==> src/rtl/merge_batch_sched_pkg.sv <==
// merge_batch_sched_pkg: shared FSM encoding and batch sizing for the frame scheduler
package merge_batch_sched_pkg;
  typedef enum logic [1:0] {
    ST_IDLE      = 2'd0,
    ST_ARB       = 2'd1,
    ST_XFER      = 2'd2,
    ST_WAIT_DONE = 2'd3
  } state_t;
  function automatic int frames_per_batch(input int thw);
    return 1 << thw;
  endfunction
endpackage

==> src/rtl/merge_batch_sched_rr_arbiter.sv <==
// rr_arbiter: combinational round-robin pick, searching from the slot after i_last
module rr_arbiter #(
  parameter int N  = 4,
  parameter int RW = 2
) (
  input  logic [N-1:0]  i_req,
  input  logic [RW-1:0] i_last,
  output logic [N-1:0]  o_gnt_oh,
  output logic [RW-1:0] o_gnt_idx
);
  always_comb begin
    o_gnt_oh  = '0;
    o_gnt_idx = '0;
    for (int k = 1; k <= N; k++) begin
      automatic int j = (int'(i_last) + k) % N;
      if (o_gnt_oh == '0 && i_req[j]) begin
        o_gnt_oh[j] = 1'b1;
        o_gnt_idx   = RW'(j);
      end
    end
  end
endmodule

==> src/rtl/merge_batch_sched.sv <==
// merge_batch_sched: round-robin whole-frame scheduler feeding the merge block, one batch at a time
module merge_batch_sched
  import merge_batch_sched_pkg::*;
#(
  parameter int DW   = 8,
  parameter int SHW  = 32,
  parameter int THHW = 32,
  parameter int THW  = 2,
  parameter int NREQ = 4,
  parameter int RW   = 2
) (
  input  logic                 clk,
  input  logic                 reset,
  input  logic [NREQ-1:0]      s_valid,
  input  logic [NREQ-1:0]      s_last,
  input  logic [NREQ*DW-1:0]   s_data,
  input  logic [NREQ*SHW-1:0]  s_sh,
  input  logic [NREQ*THHW-1:0] s_thh,
  output logic [NREQ-1:0]      s_ready,
  output logic                 m_valid,
  output logic                 m_last,
  output logic [DW-1:0]        m_data,
  output logic [SHW-1:0]       m_sh,
  output logic [THHW-1:0]      m_thh,
  input  logic                 m_ready,
  input  logic                 batch_done,
  output logic [RW-1:0]        gnt_id,
  output logic [THW:0]         frame_cnt,
  output logic                 busy,
  output logic                 hdr_err
);
  localparam logic [THW:0] FPB = (THW+1)'(frames_per_batch(THW));
  state_t          r_state, w_next;
  logic [RW-1:0]   r_gnt, r_last_gnt, w_arb_idx;
  logic [NREQ-1:0] w_arb_oh;
  logic [THW:0]    r_cnt, w_cnt_inc;
  logic            r_mid, r_hdr_err;
  logic [SHW-1:0]  r_sh, w_sh;
  logic [THHW-1:0] r_thh, w_thh;
  logic            w_xfer, w_arb_any, w_hs, w_hs_last, w_hdr_beat;
  rr_arbiter #(.N(NREQ), .RW(RW)) u_arb (
    .i_req     (s_valid),
    .i_last    (r_last_gnt),
    .o_gnt_oh  (w_arb_oh),
    .o_gnt_idx (w_arb_idx)
  );
  assign w_arb_any  = |w_arb_oh;
  assign w_xfer     = r_state == ST_XFER;
  assign w_sh       = s_sh[r_gnt*SHW +: SHW];
  assign w_thh      = s_thh[r_gnt*THHW +: THHW];
  assign m_valid    = w_xfer & s_valid[r_gnt];
  assign m_last     = w_xfer & s_last[r_gnt];
  assign m_data     = w_xfer ? s_data[r_gnt*DW +: DW] : '0;
  assign m_sh       = w_xfer ? w_sh : '0;
  assign m_thh      = w_xfer ? w_thh : '0;
  assign s_ready    = w_xfer ? (NREQ'(m_ready) << r_gnt) : '0;
  assign w_hs       = m_valid & m_ready;
  assign w_hs_last  = w_hs & m_last;
  assign w_hdr_beat = w_hs & ~r_mid;
  assign w_cnt_inc  = r_cnt + 1'b1;
  assign gnt_id     = r_gnt;
  assign frame_cnt  = r_cnt;
  assign busy       = r_state != ST_IDLE;
  assign hdr_err    = r_hdr_err;
  always_comb begin
    w_next = r_state;
    case (r_state)
      ST_IDLE:      w_next = |s_valid ? ST_ARB : ST_IDLE;
      ST_ARB:       w_next = w_arb_any ? ST_XFER : (r_cnt != '0 ? ST_ARB : ST_IDLE);
      ST_XFER:      w_next = !w_hs_last ? ST_XFER : (w_cnt_inc == FPB ? ST_WAIT_DONE : ST_ARB);
      ST_WAIT_DONE: w_next = batch_done ? ST_IDLE : ST_WAIT_DONE;
      default:      w_next = ST_IDLE;
    endcase
  end
  always_ff @(posedge clk) begin
    if (reset) begin
      r_state    <= ST_IDLE;
      r_gnt      <= '0;
      r_last_gnt <= RW'(NREQ-1);
      r_cnt      <= '0;
      r_mid      <= 1'b0;
      r_hdr_err  <= 1'b0;
      r_sh       <= '0;
      r_thh      <= '0;
    end else begin
      r_state <= w_next;
      if (r_state == ST_ARB && w_arb_any) r_gnt <= w_arb_idx;
      if (w_hs) r_mid <= ~m_last;
      // first frame of a batch sets the reference header the rest are checked against
      if (w_hdr_beat && r_cnt == '0) begin
        r_sh  <= w_sh;
        r_thh <= w_thh;
      end
      if (w_hdr_beat && r_cnt != '0 && (w_sh != r_sh || w_thh != r_thh)) r_hdr_err <= 1'b1;
      if (w_hs_last) begin
        r_cnt      <= w_cnt_inc;
        r_last_gnt <= r_gnt;
      end
      if (r_state == ST_WAIT_DONE && batch_done) r_cnt <= '0;
    end
  end
endmodule

==> config.mk <==
export PLATFORM = sky130hd
export DESIGN_NAME = merge_batch_sched
export DESIGN_NICKNAME = d
export VERILOG_FILES = /design/src/rtl/merge_batch_sched_pkg.sv /design/src/rtl/merge_batch_sched_rr_arbiter.sv /design/src/rtl/merge_batch_sched.sv
export SDC_FILE = /design/constraint.sdc
export NUM_CORES = 1
export LEC_CHECK = 0
export BUFFER_PORTS_ARGS = -buffer_cell sky130_fd_sc_hd__buf_2
export CAP_MARGIN = 10
export CORE_MARGIN = 3
export CORE_UTILIZATION = 30
export CTS_CLUSTER_DIAMETER = 120
export DETAILED_ROUTE_END_ITERATION = 8
export SLEW_MARGIN = 40
export SYNTH_ARGS = -nofsm -noshare
export SYNTH_HDL_FRONTEND = slang
export SYNTH_SLANG_ARGS = --single-unit
==> constraint.sdc <==
create_clock -name clk -period 2.7 [get_ports clk]
set_input_delay 0.135 -clock clk [delete_from_list [all_inputs] [get_ports clk]]
set_output_delay 0.135 -clock clk [all_outputs]
set_load 0.02 [all_outputs]
; ---- Word level (Yosys, flattened, before mapping)
; Index checks and enable logic that the tools add are counted.
[word_totals]
register_bits = 75
latchBits = 0
mem_bits_rw = 0
mem_bits_ro = 0
input_bits = 300
out_inout_bits = 85
word_cells = 116
memories = 0
[op_classes]
n_addsub = 5
mul = 0
n_div = 0
magnitude_cmp = 9
n_eq_ne = 6
n_shift = 4
mux = 43
bitwise_logic = 14
n_reduce_logical = 27
[op_table]
columns = op, count
row1 = indexed part select 128 x 8 -> 32 bit, 2
row2 = two-way mux 32 bit, 2
row3 = != test 32 bit, 2
row4 = indexed part select 32 x 6 -> 8 bit, 1
row5 = two-way mux 4 bit, 5
row6 = less-than comparator 3 x 4 -> 1 bit (second input constant), 4
row7 = two-way mux 1 bit, 16
row8 = two-way mux 2 bit, 8
row9 = binary-select mux 1 bit (select 2 bit), 6
row10 = >= comparator 3 x 1 -> 1 bit (second input constant), 4
row11 = logical AND 1 bit, 12
row12 = zero test 4 bit, 3
row13 = OR 4 bit, 3
row14 = OR reduction 2 bit, 5
row15 = demux 1 bit (select 2 bit), 4
row16 = two-way mux 8 bit, 1
row17 = one-hot mux 2 bit (4 select lines), 1
row18 = OR reduction 4 bit, 2
row19 = bitwise AND 1 bit, 5
row20 = adder 2 x 1 -> 2 bit (second input constant), 2
row21 = adder 2 bit (second input constant), 2
row22 = bitwise AND 1 bit (first input constant), 4
row23 = == test 2 bit (second input constant), 2
row24 = << shifter 1 x 2 -> 4 bit, 1
row25 = other kinds (10), 11

; ---- Depth between registers and ports, before layout
[depth]
depth_word = 20
ltp_mapped = 9
depth_no_buf = 8

; ---- By module
; A second synthesis with hierarchy kept.
[hier_totals]
cells_unflattened = 682
area_unflattened_um2 = 6361.1
[modules_own_cells]
columns = mod, n_inst, cells_per_inst, area_each_um2, seq_area_each_um2
row1 = merge_batch_sched, 1, 605, 5714.2, 1501.4
row2 = rr_arbiter, 1, 77, 646.9, 0.0

; ---- Least setup slack after synthesis
; OpenSTA, ideal clock, no wires.
[synth_path]
kind = flip-flop to flip-flop
from = register r_last_gnt[0]
to = register r_gnt[0] (netlist: gnt_id[0])
setup_time_ps = 132
arrival_time_ps = 2614
required_time_ps = 2568
path_slack_ps = -45
stages_incl_launch_ff = 10
n_path_buf = 1
synth_period_minus_slack_ps = 2745
cell_sequence = dfxtp_1 > buf_2 > inv_1 > ha_1 > mux4_2 > a22oi_1 > nand2_1 > a21o_1 > a211oi_1 > nor3_1
[synth_via]
elab_chain_len = 19
elab_cells_between_ends = 63
classes_between = add/sub (4) / order compare (8) / mux (28) / bitwise (7) / reduce/logical (16)
[synth_lines]
columns = item, line_no
row1 = "start, declared", merge_batch_sched.sv:34  ; logic [RW-1:0] r_gnt, r_last_gnt, w_arb_idx;
row2 = "start signal, assigned", merge_batch_sched.sv:79  ; r_last_gnt <= RW'(NREQ-1);
row3 = "start signal, assigned", merge_batch_sched.sv:97  ; r_last_gnt <= r_gnt;
row4 = adder 2 x 1 -> 2 bit, merge_batch_sched_rr_arbiter.sv:15  ; automatic int j = (int'(i_last) + k) % N;
row5 = OR reduction 2 bit (no source line), n/a
row6 = bitwise AND 1 bit (no source line), n/a
row7 = less-than comparator 3 x 4 -> 1 bit (not written as such) / >= comparator 3 x 1 -> 1 bit (equally long branches), merge_batch_sched_rr_arbiter.sv:17  ; o_gnt_oh[j] = 1'b1;
row8 = logical AND 1 bit (not written as such), merge_batch_sched_rr_arbiter.sv:17
row9 = two-way mux 1 bit (not written as such), merge_batch_sched_rr_arbiter.sv:17
row10 = demux 1 bit (select 2 bit), n/a
row11 = two-way mux 4 bit, merge_batch_sched_rr_arbiter.sv:16  ; if (o_gnt_oh == '0 && i_req[j]) begin
row12 = (+3 left out), n/a
row13 = zero test 4 bit, merge_batch_sched_rr_arbiter.sv:16
row14 = logical AND 1 bit, merge_batch_sched_rr_arbiter.sv:16
row15 = two-way mux 4 bit, merge_batch_sched_rr_arbiter.sv:16
row16 = zero test 4 bit, merge_batch_sched_rr_arbiter.sv:16
row17 = logical AND 1 bit, merge_batch_sched_rr_arbiter.sv:16
row18 = two-way mux 4 bit, merge_batch_sched_rr_arbiter.sv:16
row19 = OR reduction 4 bit, merge_batch_sched.sv:47  ; assign w_arb_any = |w_arb_oh;
row20 = logical AND 1 bit, merge_batch_sched.sv:87  ; if (r_state == ST_ARB && w_arb_any) r_gnt <= w_arb_idx;
row21 = "end signal, assigned", merge_batch_sched.sv:87
row22 = "end, declared", merge_batch_sched.sv:34
; Several ways; a longest one is shown, not always the timed one. The select of a mux whose other input is x is not followed.
; A chain may end at the register's enable or synchronous reset.

; ---- Final worst setup path
[layout_path]
from = register r_gnt[0] (netlist: gnt_id[0])
to = register r_hdr_err (netlist: hdr_err)
[layout_via]
elab_chain_len = 7
elab_cells_between_ends = 12
classes_between = eq/ne (2) / shift (2) / mux (2) / bitwise (3) / reduce/logical (3)
[layout_lines]
columns = item, line_no
row1 = "parallel branches: the longest is 6 deep, another holds indexed part select 128 x 8 -> 32 bit", n/a
row2 = logical AND 1 bit *, merge_batch_sched.sv:94  ; if (w_hdr_beat && r_cnt != '0 && (w_sh != r_sh || w_thh != r_thh)) r_hdr_err <= 1'b1;
row3 = "end signal, assigned", merge_batch_sched.sv:82  ; r_hdr_err <= 1'b0;
row4 = "end signal, assigned", merge_batch_sched.sv:94
row5 = "end, declared", merge_batch_sched.sv:37  ; logic r_mid, r_hdr_err;
; Every way passes the cells marked *. The select of a mux whose other input is x is not followed.

==> metrics.csv <==
stage,metric,value,unit
setup_path,crit_type,register to register,
sta,whs,0.181,ns
placed_design,finalWeightedCongestion,0.855,
sta,final_max_slew_viol_count,0,
setup_path,worst-path-buf-inv,2,
logic_synthesis,yosysTopAreaCellShare,0.263,
cells_and_area,final_cells,1329,
setup_path,start_kind,register,
placed_design,hpwl,18800,um
die,die_height,150,um
setup_path,path_max_fanout,10,
global_route,busiest_layer,met2,
die,core_area,20400,um^2
clock_tree,cts_tree,done,
placed_design,placed_area,8570,um^2
outcome,status,finished clean,
routing,drtIter0Drc,308,
placed_design,dpl.cell_count,1309,
placed_design,portBuffers,384,
power_and_ir_drop,p_seq_frac,0.300,
cells_and_area,post_route_cells_drive_above_1_share,0.489,
setup_path,crit_chain,buf_12 > mux4_2 > xor2_1 > nor4_2 > buf_4 > nand4_1 > nor4_1 > a311oi_1,
clock_tree,clkTransAtPathRegs,0.06,ns
power_and_ir_drop,p_sw,0.00135,W
cells_and_area,fin_area,8920,um^2
logic_synthesis,synth_edf_count,0,
die,start_util,0.306,
global_route,grt_pass1_vias,6368,
routing,dr_total_vias,6560,
power_and_ir_drop,clkPwrFrac,0.303,
logic_synthesis,synth_warnings,0,
die,dieArea,22600,um^2
clock_tree,hold_buffers,0,
global_route,grt_max_degree,65,
power_and_ir_drop,internal_power,0.00264,W
routing,routed_via_density,4.94,
logic_synthesis,postSynthAreaPerCell,9.20,um^2
power_and_ir_drop,comb_power_share,0.398,
routing,wirelength,23500,um
routing,antenna_left,0,
sta,worst_slew_pin_slew,0.651,ns
setup_path,worstRegToRegCells,8,
sta,min_period,2.54,ns
sta,fin_crit_sh,0.942,
sta,fin_skew,0.00615,ns
power_and_ir_drop,switching_share,0.338,
worst_hold_path,worstHoldStart,batch_done,
clock_tree,root_buffer,clkbuf_16,
setup_path,crit_path_top_delay_cell,mux4_2,
global_route,grt_pass1_wl,34400,um
routing,wl_per_cell,17.6,um
logic_synthesis,synth-seq-area-share,0.241,
worst_hold_path,holdPathEnd,r_state[0],
worst_hold_path,holdPathStages,4,
logic_synthesis,yosysMostFrequentCell,nand2_1,
setup_path,critPathCaptureType,register,
routing,firstDrtPassIters,4,
flow_run,max_cap_viol_count,0,
sta,timing_hold_violations_final,0,
setup_path,worst_ep_required_time,2.92,ns
sta,rsz0062_at_grt,no,
logic_synthesis,synthArstFlopShare,0,
clock_tree,clkSinkCount,75,
sta,maxSlewHeadroom,0.566,
setup_path,rrSetupSlack,0.16,ns
sta,setup_violations,0,
setup_path,reg2reg_from,gnt_id[0],
cells_and_area,nets,1366,
die,die_w,150,um
cells_and_area,area_delta_synth_final,42.9,%
cells_and_area,n_antenna_cell,0,
global_route,antenna_found_initial,1,
global_route,met1_usage,0.256,
logic_synthesis,synth_fp_nets,989,
setup_path,crit_family,simple AND/OR/NAND/NOR gates,
setup_path,slowest_delay,0.54,ns
sta,worst_slack,0.155,ns
clock_tree,cts_buffers,9,
die,io_pins,385,
power_and_ir_drop,power.leakage,3.96,nW
logic_synthesis,synth_ff_type,dfxtp_1,
power_and_ir_drop,ir_worst_vdd,0.000284,V
setup_path,arrival,2.76,ns
sta,fmax,393,MHz
power_and_ir_drop,p_per_area,447,nW/um^2
logic_synthesis,yosys.cell_types.count,47,
setup_path,r2r_end,hdr_err,
die,num_rows,52,
logic_synthesis,synth_seq_cells,75,
logic_synthesis,yosysTopAreaCell,mux4_2,
logic_synthesis,syn_inst,678,
global_route,overflow,0,
worst_hold_path,hold_path_class,input port to register,
clock_tree,htreeDepth,3,
routing,drc,0,
global_route,grtUsageTotal,0.197,
global_route,met3_usage,0.0461,
power_and_ir_drop,finalPower,0.00399,W
logic_synthesis,synthTopCellsByCount,"141 x nand2_1, 75 x and2_1, 75 x dfxtp_1",
clock_tree,clk_path_buf_depth,2,
logic_synthesis,synth.top_cells.by_area,"mux4_2 26%, dfxtp_1 24%, nand2_1 8.5%",
logic_synthesis,netlist_area,6240,um^2
global_route,met2_usage,0.337,
placed_design,dp_slack,-0.0921,ns
clock_tree,clkLatencyLatePin,0.34,ns
-- per-layer routing --
layer	part of all wire	up-vias
li1	-	3177
met5	0.00055	-
met3	0.069	25
met1	0.43	3107
met4	0.013	2
met2	0.49	249
-- registers in the layout, indices dropped and copies added, names as in the netlist --
name and flops:
gnt_id 2, r_last_gnt 2, frame_cnt 3, r_mid 1, r_sh 32, hdr_err 1, r_state 2, r_thh 32
-- worst reg2reg max path, cell delays in order (launching register included) --
cell and delay (ns):
dfxtp_4 0.45, buf_12 0.18, mux4_2 0.54, xor2_1 0.17, nor4_2 0.39, buf_4 0.17, nand4_1 0.08, nor4_1 0.31
a311oi_1 0.13
-- cell families (layout without fill, tap and decap cells) --
| group | count (synthesis) | count (layout) | share of synthesized area |
|---|---|---|---|
| buffers and inverters | 60 | 441 | 0.0445 |
| adders and majority gates | 11 | 11 | 0.0221 |
| DFF | 75 | 75 | 0.241 |
| AOI/OAI and AO/OA | 101 | 101 | 0.0946 |
| and+or+nand+nor | 276 | 276 | 0.215 |
| xor gates and xnor gates | 62 | 62 | 0.0870 |
| muxes | 93 | 93 | 0.296 |
-- what timing repair did --
action                                  in CTS  in global routing
endpoints found under the setup margin       1                  3
resized for setup                            1                  2
buffers inserted                             5                  0
-- area by class of cell --
cell class,count,area [um^2]
fillers,2047,11400
repair buffers,416,2250
multi-input cells,543,4490
clock inverters,6,66.3
well taps,270,338
clock buffers,9,225
inverters,10,37.5
flip-flops and latches,75,1510
-- cell usage in the layout (no fill, tap or decap), types with 3 or more instances in the layout --
| cell type | instances |
|---|---|
| buf_12 | 7 |
| dfxtp_1 | 73 |
| xor2_1 | 37 |
| nor4_1 | 8 |
| nand2b_1 | 3 |
| buf_4 | 25 |
| and2_1 | 75 |
| nand3_1 | 4 |
| ha_1 | 11 |
| clkinvlp_4 | 3 |
| nor4_2 | 3 |
| inv_1 | 10 |
| nand4_1 | 6 |
| nor3_1 | 4 |
| nor2_1 | 16 |
| a21oi_1 | 71 |
| mux2i_1 | 17 |
| or4_1 | 4 |
| nand2_1 | 141 |
| mux4_2 | 73 |
| and3_1 | 3 |
| mux2_2 | 3 |
| clkbuf_16 | 9 |
| a221oi_1 | 3 |
| buf_2 | 384 |
| nand3b_1 | 3 |
| a221o_1 | 3 |
| o21ai_0 | 4 |
| xnor2_1 | 25 |
-- per-stage QoR --
step | TNS (ns) | util
floorplan | -0.0796 | -
global placement | -0.0889 | 0.421
detailed placement | -0.0921 | 0.421
CTS | 0 | 0.437
global route | 0 | 0.438
finish | 0 | 0.438
-- power groups by stage --
stage / Clock [W] / Combinational, W / Sequential, W
after floorplan: 0 / 0.00101 / 0.00120
after global placement: 0 / 0.00155 / 0.00123
after detailed placement: 0 / 0.00157 / 0.00123
after CTS: 0.00125 / 0.00160 / 0.00120
after global routing: 0.00128 / 0.00173 / 0.00120
final: 0.00121 / 0.00158 / 0.00119
-- how the worst max path moves through the flow --
stage | start | slack, ns | cells past startpoint | endpoint
floorplan | r_last_gnt[0] | -0.05 | 9 | gnt_id[0]
global placement | gnt_id[0] | -0.09 | 8 | hdr_err
detailed placement | gnt_id[0] | -0.09 | 8 | hdr_err
CTS | r_last_gnt[0] | 0.11 | 8 | gnt_id[0]
global route | gnt_id[0] | 0.01 | 8 | hdr_err
finish | gnt_id[0] | 0.16 | 8 | hdr_err
(Power assumes the default switching activity.)
